===== src/rtl/stair_scheduler_if.sv =====
// stair_scheduler_if: go/config inputs and VGA pixel-port outputs of the stair scheduler.
// Build option: STAIR_COLOUR_EN adds cfg_colour (per-stair draw colour).
// master drives go/cfg_*; slave (the scheduler) drives cfg_ready, x, y, colour, plot, busy, current_state.
interface stair_scheduler_if;
  logic go, cfg_we, cfg_en, cfg_ready, plot, busy;
  logic [2:0] cfg_idx, colour, current_state;
  logic [7:0] cfg_x, x;
  logic [6:0] cfg_y, y;
`ifdef STAIR_COLOUR_EN
  logic [2:0] cfg_colour;
  modport master(output go, cfg_we, cfg_idx, cfg_x, cfg_y, cfg_en, cfg_colour,
                 input cfg_ready, x, y, colour, plot, busy, current_state);
  modport slave(input go, cfg_we, cfg_idx, cfg_x, cfg_y, cfg_en, cfg_colour,
                output cfg_ready, x, y, colour, plot, busy, current_state);
`else
  modport master(output go, cfg_we, cfg_idx, cfg_x, cfg_y, cfg_en,
                 input cfg_ready, x, y, colour, plot, busy, current_state);
  modport slave(input go, cfg_we, cfg_idx, cfg_x, cfg_y, cfg_en,
                output cfg_ready, x, y, colour, plot, busy, current_state);
`endif
endinterface


===== src/rtl/stair_scheduler.sv =====
// stair_scheduler: draws, waits, erases and scrolls NUM_STAIRS stair sprites through one VGA pixel port.
// Ports: clock, reset (async, active-high); bus (stair_scheduler_if.slave) carrying go, cfg_* writes,
// cfg_ready/busy/current_state status and the registered x/y/colour/plot pixel outputs.
// Build option: STAIR_COLOUR_EN gives each stair its own draw colour via cfg_colour.
module stair_scheduler #(
  parameter int NUM_STAIRS = 4,
  parameter int STAIR_W = 40,
  parameter int STAIR_H = 5,
  parameter int FRAME_TICKS = 833334,
  parameter int Y_WRAP = 116,
  parameter int INIT_X = 60,
  parameter int INIT_Y0 = 40,
  parameter int INIT_DY = 30,
  parameter logic [2:0] DRAW_COLOUR = 3'b100
) (
  input logic clock,
  input logic reset,
  stair_scheduler_if.slave bus
);
  typedef enum logic [2:0] {IDLE = 3'd0, DRAW = 3'd1, WAIT = 3'd2, ERASE = 3'd3, UPDATE = 3'd4} state_t;
  state_t state_q;
  logic [7:0] sx_q [8];
  logic [6:0] sy_q [8];
  logic [7:0] en_q;
  logic [2:0] idx_q;
  logic [7:0] px_q;
  logic [6:0] py_q;
  logic [31:0] tick_q;
  logic done_q, go_q, plot_q;
  logic [7:0] x_q;
  logic [6:0] y_q;
  logic [2:0] colour_q;
  logic wr, hit, emit, cur_en, last_px, last_py, stair_end, last_stair;
  logic [7:0] cur_x;
  logic [6:0] cur_y;
  logic [2:0] cur_col, draw_col;
  function automatic logic [6:0] scroll(input logic [6:0] v);
    return v == 7'd0 ? 7'(Y_WRAP) : v - 7'd1;
  endfunction
  assign wr = bus.cfg_we && state_q == IDLE && {5'd0, bus.cfg_idx} < 8'(NUM_STAIRS);
`ifdef STAIR_COLOUR_EN
  logic [2:0] col_q [8];
  assign draw_col = hit ? bus.cfg_colour : col_q[idx_q];
  always_ff @(posedge clock or posedge reset)
    if (reset)
      for (int i = 0; i < 8; i++) col_q[i] <= DRAW_COLOUR;
    else if (wr)
      col_q[bus.cfg_idx] <= bus.cfg_colour;
`else
  assign draw_col = DRAW_COLOUR;
`endif
  // Outputs are registered, so the pixel is formed from the stair it will belong to: a write
  // landing with go in IDLE and the scroll applied in UPDATE are forwarded into the first pixel.
  always_comb begin
    hit = wr && bus.cfg_idx == idx_q;
    cur_x = hit ? bus.cfg_x : sx_q[idx_q];
    cur_y = hit ? bus.cfg_y : state_q == UPDATE ? scroll(sy_q[idx_q]) : sy_q[idx_q];
    cur_en = hit ? bus.cfg_en : en_q[idx_q];
    cur_col = (state_q == WAIT || state_q == ERASE) ? 3'b000 : draw_col;
    last_px = px_q == 8'(STAIR_W - 1);
    last_py = py_q == 7'(STAIR_H - 1);
    stair_end = !cur_en || (last_px && last_py);
    last_stair = idx_q == 3'(NUM_STAIRS - 1);
    emit = (state_q == IDLE && bus.go) || ((state_q == DRAW || state_q == ERASE) && !done_q) ||
           (state_q == WAIT && tick_q == 32'(FRAME_TICKS - 1)) || state_q == UPDATE;
  end
  always_ff @(posedge clock or posedge reset)
    if (reset) begin
      state_q <= IDLE;
      idx_q <= '0;
      px_q <= '0;
      py_q <= '0;
      tick_q <= '0;
      done_q <= 1'b0;
      go_q <= 1'b0;
      plot_q <= 1'b0;
      x_q <= '0;
      y_q <= '0;
      colour_q <= '0;
      for (int i = 0; i < 8; i++) begin
        sx_q[i] <= 8'(INIT_X);
        sy_q[i] <= 7'((INIT_Y0 + i * INIT_DY) % 128);
        en_q[i] <= i < NUM_STAIRS;
      end
    end else begin
      plot_q <= 1'b0;
      if (wr) begin
        sx_q[bus.cfg_idx] <= bus.cfg_x;
        sy_q[bus.cfg_idx] <= bus.cfg_y;
        en_q[bus.cfg_idx] <= bus.cfg_en;
      end
      // A disabled stair consumes one silent step; done_q marks the pass as fully emitted.
      if (emit) begin
        plot_q <= cur_en;
        x_q <= cur_x + px_q;
        y_q <= cur_y + py_q;
        colour_q <= cur_col;
        px_q <= (stair_end || last_px) ? '0 : px_q + 8'd1;
        py_q <= stair_end ? '0 : last_px ? py_q + 7'd1 : py_q;
        idx_q <= stair_end ? (last_stair ? '0 : idx_q + 3'd1) : idx_q;
        done_q <= stair_end && last_stair;
      end
      case (state_q)
        IDLE: if (bus.go) state_q <= DRAW;
        DRAW:
          if (done_q) begin
            state_q <= WAIT;
            tick_q <= '0;
            done_q <= 1'b0;
          end
        WAIT:
          if (emit) begin
            state_q <= ERASE;
            go_q <= bus.go;
          end else tick_q <= tick_q + 32'd1;
        ERASE:
          if (done_q) begin
            state_q <= go_q ? UPDATE : IDLE;
            done_q <= 1'b0;
          end
        UPDATE: begin
          state_q <= DRAW;
          for (int i = 0; i < 8; i++) sy_q[i] <= scroll(sy_q[i]);
        end
        default: state_q <= IDLE;
      endcase
    end
  assign bus.x = x_q;
  assign bus.y = y_q;
  assign bus.colour = colour_q;
  assign bus.plot = plot_q;
  assign bus.busy = state_q != IDLE;
  assign bus.cfg_ready = state_q == IDLE;
  assign bus.current_state = state_q;
endmodule


===== src/flat_wrapper.sv =====
// flat-port wrapper written by rule: the top's interface ports become plain ports
module stair_scheduler_flat 
#(
  parameter int NUM_STAIRS = 4,
  parameter int STAIR_W = 40,
  parameter int STAIR_H = 5,
  parameter int FRAME_TICKS = 833334,
  parameter int Y_WRAP = 116,
  parameter int INIT_X = 60,
  parameter int INIT_Y0 = 40,
  parameter int INIT_DY = 30,
  parameter logic [2:0] DRAW_COLOUR = 3'b100
)
  (clock, reset, bus_go, bus_cfg_we, bus_cfg_idx, bus_cfg_x, bus_cfg_y, bus_cfg_en, bus_cfg_ready, bus_x, bus_y, bus_colour, bus_plot, bus_busy, bus_current_state);
  stair_scheduler_if bus_i ();
  input logic clock;
  input logic reset;
  input wire logic [$bits(bus_i.go)-1:0] bus_go;
  input wire logic [$bits(bus_i.cfg_we)-1:0] bus_cfg_we;
  input wire logic [$bits(bus_i.cfg_idx)-1:0] bus_cfg_idx;
  input wire logic [$bits(bus_i.cfg_x)-1:0] bus_cfg_x;
  input wire logic [$bits(bus_i.cfg_y)-1:0] bus_cfg_y;
  input wire logic [$bits(bus_i.cfg_en)-1:0] bus_cfg_en;
  output wire logic [$bits(bus_i.cfg_ready)-1:0] bus_cfg_ready;
  output wire logic [$bits(bus_i.x)-1:0] bus_x;
  output wire logic [$bits(bus_i.y)-1:0] bus_y;
  output wire logic [$bits(bus_i.colour)-1:0] bus_colour;
  output wire logic [$bits(bus_i.plot)-1:0] bus_plot;
  output wire logic [$bits(bus_i.busy)-1:0] bus_busy;
  output wire logic [$bits(bus_i.current_state)-1:0] bus_current_state;
  assign bus_i.go = bus_go;
  assign bus_i.cfg_we = bus_cfg_we;
  assign bus_i.cfg_idx = bus_cfg_idx;
  assign bus_i.cfg_x = bus_cfg_x;
  assign bus_i.cfg_y = bus_cfg_y;
  assign bus_i.cfg_en = bus_cfg_en;
  assign bus_cfg_ready = bus_i.cfg_ready;
  assign bus_x = bus_i.x;
  assign bus_y = bus_i.y;
  assign bus_colour = bus_i.colour;
  assign bus_plot = bus_i.plot;
  assign bus_busy = bus_i.busy;
  assign bus_current_state = bus_i.current_state;
  stair_scheduler #(.NUM_STAIRS(NUM_STAIRS), .STAIR_W(STAIR_W), .STAIR_H(STAIR_H), .FRAME_TICKS(FRAME_TICKS), .Y_WRAP(Y_WRAP), .INIT_X(INIT_X), .INIT_Y0(INIT_Y0), .INIT_DY(INIT_DY), .DRAW_COLOUR(DRAW_COLOUR)) u_core (.clock(clock), .reset(reset), .bus(bus_i));
endmodule

===== config.mk =====
export PLATFORM = sky130hd
export DESIGN_NAME = stair_scheduler_flat
export DESIGN_NICKNAME = d
export VERILOG_FILES = /design/src/rtl/stair_scheduler_if.sv /design/src/rtl/stair_scheduler.sv /design/src/flat_wrapper.sv
export SDC_FILE = /design/constraint.sdc
export NUM_CORES = 1
export LEC_CHECK = 0
export BUFFER_PORTS_ARGS = -buffer_cell sky130_fd_sc_hd__buf_2
export CORE_MARGIN = 1
export CORE_UTILIZATION = 40
export DETAILED_ROUTE_END_ITERATION = 10
export PLACE_DENSITY = 0.62
export SYNTH_ARGS = -nofsm -noshare
export SYNTH_HDL_FRONTEND = slang
export SYNTH_SLANG_ARGS = --single-unit

===== constraint.sdc =====
create_clock -name clock -period 8.05 [get_ports clock]
set_clock_uncertainty 0.05 [all_clocks]
set_input_delay 0.4025 -clock clock [delete_from_list [all_inputs] [get_ports clock]]
set_output_delay 0.4025 -clock clock [all_outputs]
set_load 0.02 [all_outputs]

# ---- After elaboration in Yosys (flattened, before gate mapping)
# Cells that the tools add are included.
dict set report word_totals {
  ff_bits 202
  input_bits 23
  elab_cells 155
}
dict set report classes {
  n_addsub 15
  order_cmp 7
  eq_ne 14
  mux 50
  n_bitwise 2
  reduce_logical 39
}
# cell count
set ops {}
lappend ops {{2-to-1 mux 56 bit} 2}
lappend ops {{2-to-1 mux 7 bit} 16}
lappend ops {{bitwise mux 64 bit} 1}
lappend ops {{2-to-1 mux 32 bit} 2}
lappend ops {{case mux 32 bit (2 select lines)} 1}
lappend ops {{zero test 7 bit} 9}
lappend ops {{subtractor 7 x 1 -> 7 bit, second input constant} 9}
lappend ops {{bitwise mux 56 bit} 1}
lappend ops {{2-to-1 mux 8 bit} 5}
lappend ops {{adder 32 x 1 -> 32 bit, second input constant} 1}
lappend ops {{equality test 32 x 20 -> 1 bit, second input constant} 1}
lappend ops {{binary-select mux 8 bit (select 3 bit)} 1}
lappend ops {{demux 8 bit (select 3 bit)} 1}
lappend ops {{binary-select mux 7 bit (select 3 bit)} 1}
lappend ops {{demux 7 bit (select 3 bit)} 1}
lappend ops {{2-to-1 mux 3 bit} 7}
lappend ops {{case mux 3 bit (5 select lines)} 1}
lappend ops {{logical AND 1 bit} 10}
lappend ops {{equality test 3 x 2 -> 1 bit, second input constant} 3}
lappend ops {{adder 8 x 1 -> 8 bit, second input constant} 1}
lappend ops {{adder 8 bit} 1}
lappend ops {{bitwise mux 8 bit} 1}
lappend ops {{equality test 8 x 6 -> 1 bit, second input constant} 1}
lappend ops {{>= comparator 4 bit, second input constant} 2}
lappend ops {{other kinds (26)} 48}

# ---- Depth between registers and ports, before layout
dict set report depth {
  ltp_word 11
  depth_mapped 19
  depth_no_buf 17
}

# ---- Worst setup path after synthesis
# OpenSTA, ideal clock, no wires.
dict set report synth_path {
  kind {register to register}
  startpoint {register u_core.idx_q[0]}
  endpoint {register u_core.y_q[6] (netlist: u_core.bus.y[6])}
  arrival_time_ps 3945
  t_required_ps 7864
  path_slack_ps 3919
  path_stages_with_launch 20
  n_path_buf 2
  synth_period_minus_slack_ps 4131
  path_cell_list {dfrtp_1 -> buf_6 -> buf_4 -> mux4_2 -> mux2i_1 -> ha_1 -> nand4bb_1 -> nor4_1 -> a22oi_1 -> o21ai_1 -> o21ai_0 -> ha_1 -> inv_1 -> fa_1 -> nor2b_1 -> o31a_1 -> nor3_1 -> nor3b_1 -> a2111oi_0 -> nor3b_1}
}
dict set report synth_via {
  elab_chain_len 9
  elab_cells_between_ends 12
}
# element line
set synth_lines {}
lappend synth_lines {{start: declaration} stair_scheduler.sv:25} ;# logic [2:0] idx_q;
lappend synth_lines {{start signal: assignment} stair_scheduler.sv:100} ;# idx_q <= stair_end ? (last_stair ? '0 : idx_q + 3'd1) : idx_q;
lappend synth_lines {{NOT 3 -> 4 bit (implied by the code)} stair_scheduler.sv:57} ;# cur_y = hit ? bus.cfg_y : state_q == UPDATE ? scroll(sy_q[idx_q]) : sy_q[idx_q];
lappend synth_lines {{binary-select mux 7 bit (select 3 bit)} stair_scheduler.sv:57}
lappend synth_lines {{2-to-1 mux 7 bit (implied by the code) (2 in a row)} stair_scheduler.sv:57}
lappend synth_lines {{subtractor 7 x 1 -> 7 bit or zero test 7 bit (tied branches)} stair_scheduler.sv:38} ;# return v == 7'd0 ? 7'(Y_WRAP) : v - 7'd1;
lappend synth_lines {{2-to-1 mux 7 bit} stair_scheduler.sv:38}
lappend synth_lines {{2-to-1 mux 7 bit} stair_scheduler.sv:57}
lappend synth_lines {{2-to-1 mux 7 bit *} stair_scheduler.sv:57}
lappend synth_lines {{adder 7 bit *} stair_scheduler.sv:96} ;# y_q <= cur_y + py_q;
lappend synth_lines {{end signal: assignment} stair_scheduler.sv:96}
lappend synth_lines {{end: declaration} stair_scheduler.sv:31} ;# logic [6:0] y_q;
# Mark *: on every way between the ends. The rest lies on a longest branch, timed or not. The select of a mux whose other input is x is not followed.
# A chain may end at the register's enable or synchronous reset.

# ---- Worst setup path after layout
# Ends and elaborated chain as after synthesis.

==> metrics.txt <==
Area growth, synth to finish 9.01%; WP data arrival 4900 ps; Leak 5.35 nW; Final Cell Area 12000 um2; fillers 2563; period utilisation layout 57.6%; unrepaired setup endpoints after global routing no; DIE WIDTH 168 um; grt total ovfl 0; Post-Synth XOR/XNOR Area 5.00%; R2R depth 17; vias in the first global route 7627; cell count after synthesis 1071; DR iter-0 viols 686; Cells after DPL 1384; DR WL/cell 17.5 um; clock network fraction of design power 45.4%; DPL Wire Length 17.2 mm; first drt pass iteration count 5; commonest cells in the netlist dfrtp_1 (140), nor2_1 (99), nand2_1 (97); post-synthesis sequential area ratio 46.0%; Sw Ratio 25.1%; Critical Path RT 8310 ps; CTS max path bufs 2; WL met3 1.11 mm; TNS Setup 0 ps; Synth Area in Adders 4.44%; Max Used Layer met4; total number of vias 7939; multiplexer area fraction after synthesis 13.3%; fraction of the mapped netlist area in simple logic gates 16.3%; Hold Path Class in -> async; crit path capture u_core.bus.y[6]$_DFFE_PP0N_; post-synthesis average cell area 10.3 um2; most frequent cell after synthesis dfrtp_1; max-cap violations 0; Worst setup EP type register; synth warn 0; fin cells 1416; DRC errors left 0; PwrDens 159 nW/um2; ANT nets after route 0; pre-CTS setup slack 3420 ps; WHS 48.7 ps; Finish-stage setup viols 0; Routed met2 length 11.1 mm; switching pwr 480 uW; CP peak stage delay 700 ps; Seq pwr share 52.5%; post-synth top area cell dfrtp_1; internal cell power 1.43 mW; total power 1.91 mW; Post-Syn Area 11000 um2; clock sinks 200; cts repair resizes 0; Max stage delay cell, worst path dfrtp_2; core area 27000 um2; count of pins over their slew limit 0; Critical Path Fanout Max 17; via/cell ratio 5.61; Yosys top cell area share 31.7%; largest net degree at the start of global routing 119; synth top area cells dfrtp_1 (32%), dfstp_2 (14%), mux4_2 (6.9%); post-synthesis compound-gate area fraction 10.4%; outcome finished clean; starting density of the core 40.9%; gpl congestion 0.828; Post-DP Area 11400 um2; peak supply drop 0.124 mV; GRT Total Usage 18.4%; CTS tree done; fmax 0.216 GHz; R2R Setup Slk 3410 ps; Tmin final 4640 ps; Gate power share 2.0%; largest family of logic cells by synthesized area simple AND/OR/NAND/NOR gates; Hold-fix buffers, CTS 0; CTS Buf Count 17; clk root buf clkbuf_16; die area 28300 um2; die height 168 um; drt total wl 24.8 mm; Setup Buffers After CTS 0; Post-synth top flop dfrtp_1; layout net count 1123; Skew-Pair Late Insertion Delay 450 ps; first-pass GRT wire length 41.1 mm; Startpoint Class register; worst setup margin 3410 ps; Top-Level Pins 47; Placement Rows 60; CP cell instances mux4_2, mux2i_1, ha_1, nand4bb_1, nor4_1, a22oi_1, o21ai_1, o21ai_0, ha_1, inv_1, fa_1, nor2b_1, o31a_1, o21ai_0, nor3b_1, o2111ai_1, nor3b_1; metal1 wirelength 12.4 mm; Async SR Flop Fraction 100%; worst setup path start u_core.idx_q[0]$_DFFE_PP0P_; reg-to-reg critical path endpoint u_core.bus.y[6]$_DFFE_PP0N_; worst reg2reg startpoint u_core.idx_q[0]$_DFFE_PP0P_; antenna violations before repair 0; Clock transition at path regs 90 ps; synth unique cells 75; worst-margin pin slew 1060 ps; kind of critical path reg -> reg; ant diodes 0; layout cells sized above 1 22.3%; IO Port Bufs 44; Max-slew headroom 29.3%; #FFs+latches synth 200; CTS H-tree lvls 4; final hold vios 0; Final Util 44.5%; number of flops mapped to enable cells by yosys 0
==> worst min-delay path by stage <==
stage | start | to | slack, ps
floorplan | u_core.en_q[6]$_DFFE_PP0P_ | u_core.en_q[6]$_DFFE_PP0P_ | 370
global placement | u_core.sx_q[28]$_DFFE_PP1P_ | u_core.sx_q[28]$_DFFE_PP1P_ | 310
detailed placement | u_core.sx_q[10]$_DFFE_PP1P_ | u_core.sx_q[10]$_DFFE_PP1P_ | 310
CTS | reset | u_core.bus.x[3]$_DFFE_PP0N_ | 100
global route | reset | u_core.bus.x[1]$_DFFE_PP0N_ | 110
finish | reset | u_core.bus.x[1]$_DFFE_PP0N_ | 50
==> critical path: cells and delay by family, from the launching register on <==
family	cells	cell delay, ps
buffers and inverters	1	70
flip-flops	1	700
multiplexers	2	890
adder cells (fa/ha/maj)	3	660
AO/OA/AOI/OAI	6	1140
AND/OR/NAND/NOR	5	1010
==> logic make-up after synthesis <==
kind of cell             count (synthesis)
AO/OA/AOI/OAI                          185
XOR/XNOR                                63
adder cells (fa/ha/maj)                 38
buffers and inverters                  124
flip-flops                             200
multiplexers                            99
other                                    1
AND/OR/NAND/NOR                        361
==> power by group through the flow <==
stage	Clock, mW	Combinational (mW)	Sequential [mW]
after CTS	0.893	0.0405	1.01
final	0.869	0.0391	1.01
after global routing	0.929	0.0446	1.01
after detailed placement	0	0.0404	1.02
after global placement	0	0.0404	1.02
after floorplan	0	0.0191	1.02
==> sequential cells by signal, indices dropped and copies added, names as in the netlist <==
register,flops
u_core.bus.plot,1
u_core.tick_q,32
u_core.idx_q,3
u_core.en_q,8
u_core.bus.x,8
u_core.go_q,1
u_core.px_q,8
u_core.bus.colour,1
u_core.py_q,7
u_core.bus.y,7
u_core.sx_q,64
u_core.sy_q,56
u_core.done_q,1
u_core.bus.current_state,3
==> cell type report <==
class,count,area (um2),share of cell area [%]
clock buffers,17,425,3.53
clock inverters,15,175,1.46
inverters,42,165,1.37
multi-input cells,748,5480,45.5
flip-flops and latches,200,5080,42.2
well taps,341,427,3.54
repair buffers,53,288,2.39
==> cells in the final DEF (no fill, tap or decap), types with 8 or more instances in the layout <==
| cell | netlist | routed |
|---|---|---|
| dfrtp_1 | 140 | 139 |
| nor2_1 | 99 | 98 |
| nand2_1 | 97 | 97 |
| dfstp_2 | 60 | 60 |
| a21oi_1 | 57 | 57 |
| o21ai_0 | 47 | 47 |
| buf_2 | 11 | 44 |
| inv_1 | 40 | 39 |
| mux2_2 | 38 | 38 |
| ha_1 | 36 | 36 |
| xnor2_1 | 35 | 35 |
| mux4_2 | 34 | 34 |
| nand3_1 | 32 | 32 |
| xor2_1 | 28 | 28 |
| mux2i_1 | 26 | 26 |
| nor4_1 | 21 | 21 |
| nor3_1 | 22 | 21 |
| nand4_1 | 19 | 19 |
| clkbuf_16 | 0 | 17 |
| o22ai_1 | 12 | 12 |
| or3_1 | 11 | 11 |
| a211oi_1 | 9 | 9 |
| and3_1 | 9 | 9 |
| buf_4 | 3 | 9 |
| nor2b_1 | 8 | 8 |
| o21ai_1 | 8 | 8 |
==> per-layer routing <==
metal,GRT usage [%],vias to the layer above
met4,4.62,0
met2,27.6,168
met1,27.3,3970
met3,3.39,16
met5,0,-
li1,-,3785
No activity file was read; power rests on OpenSTA's default activity.
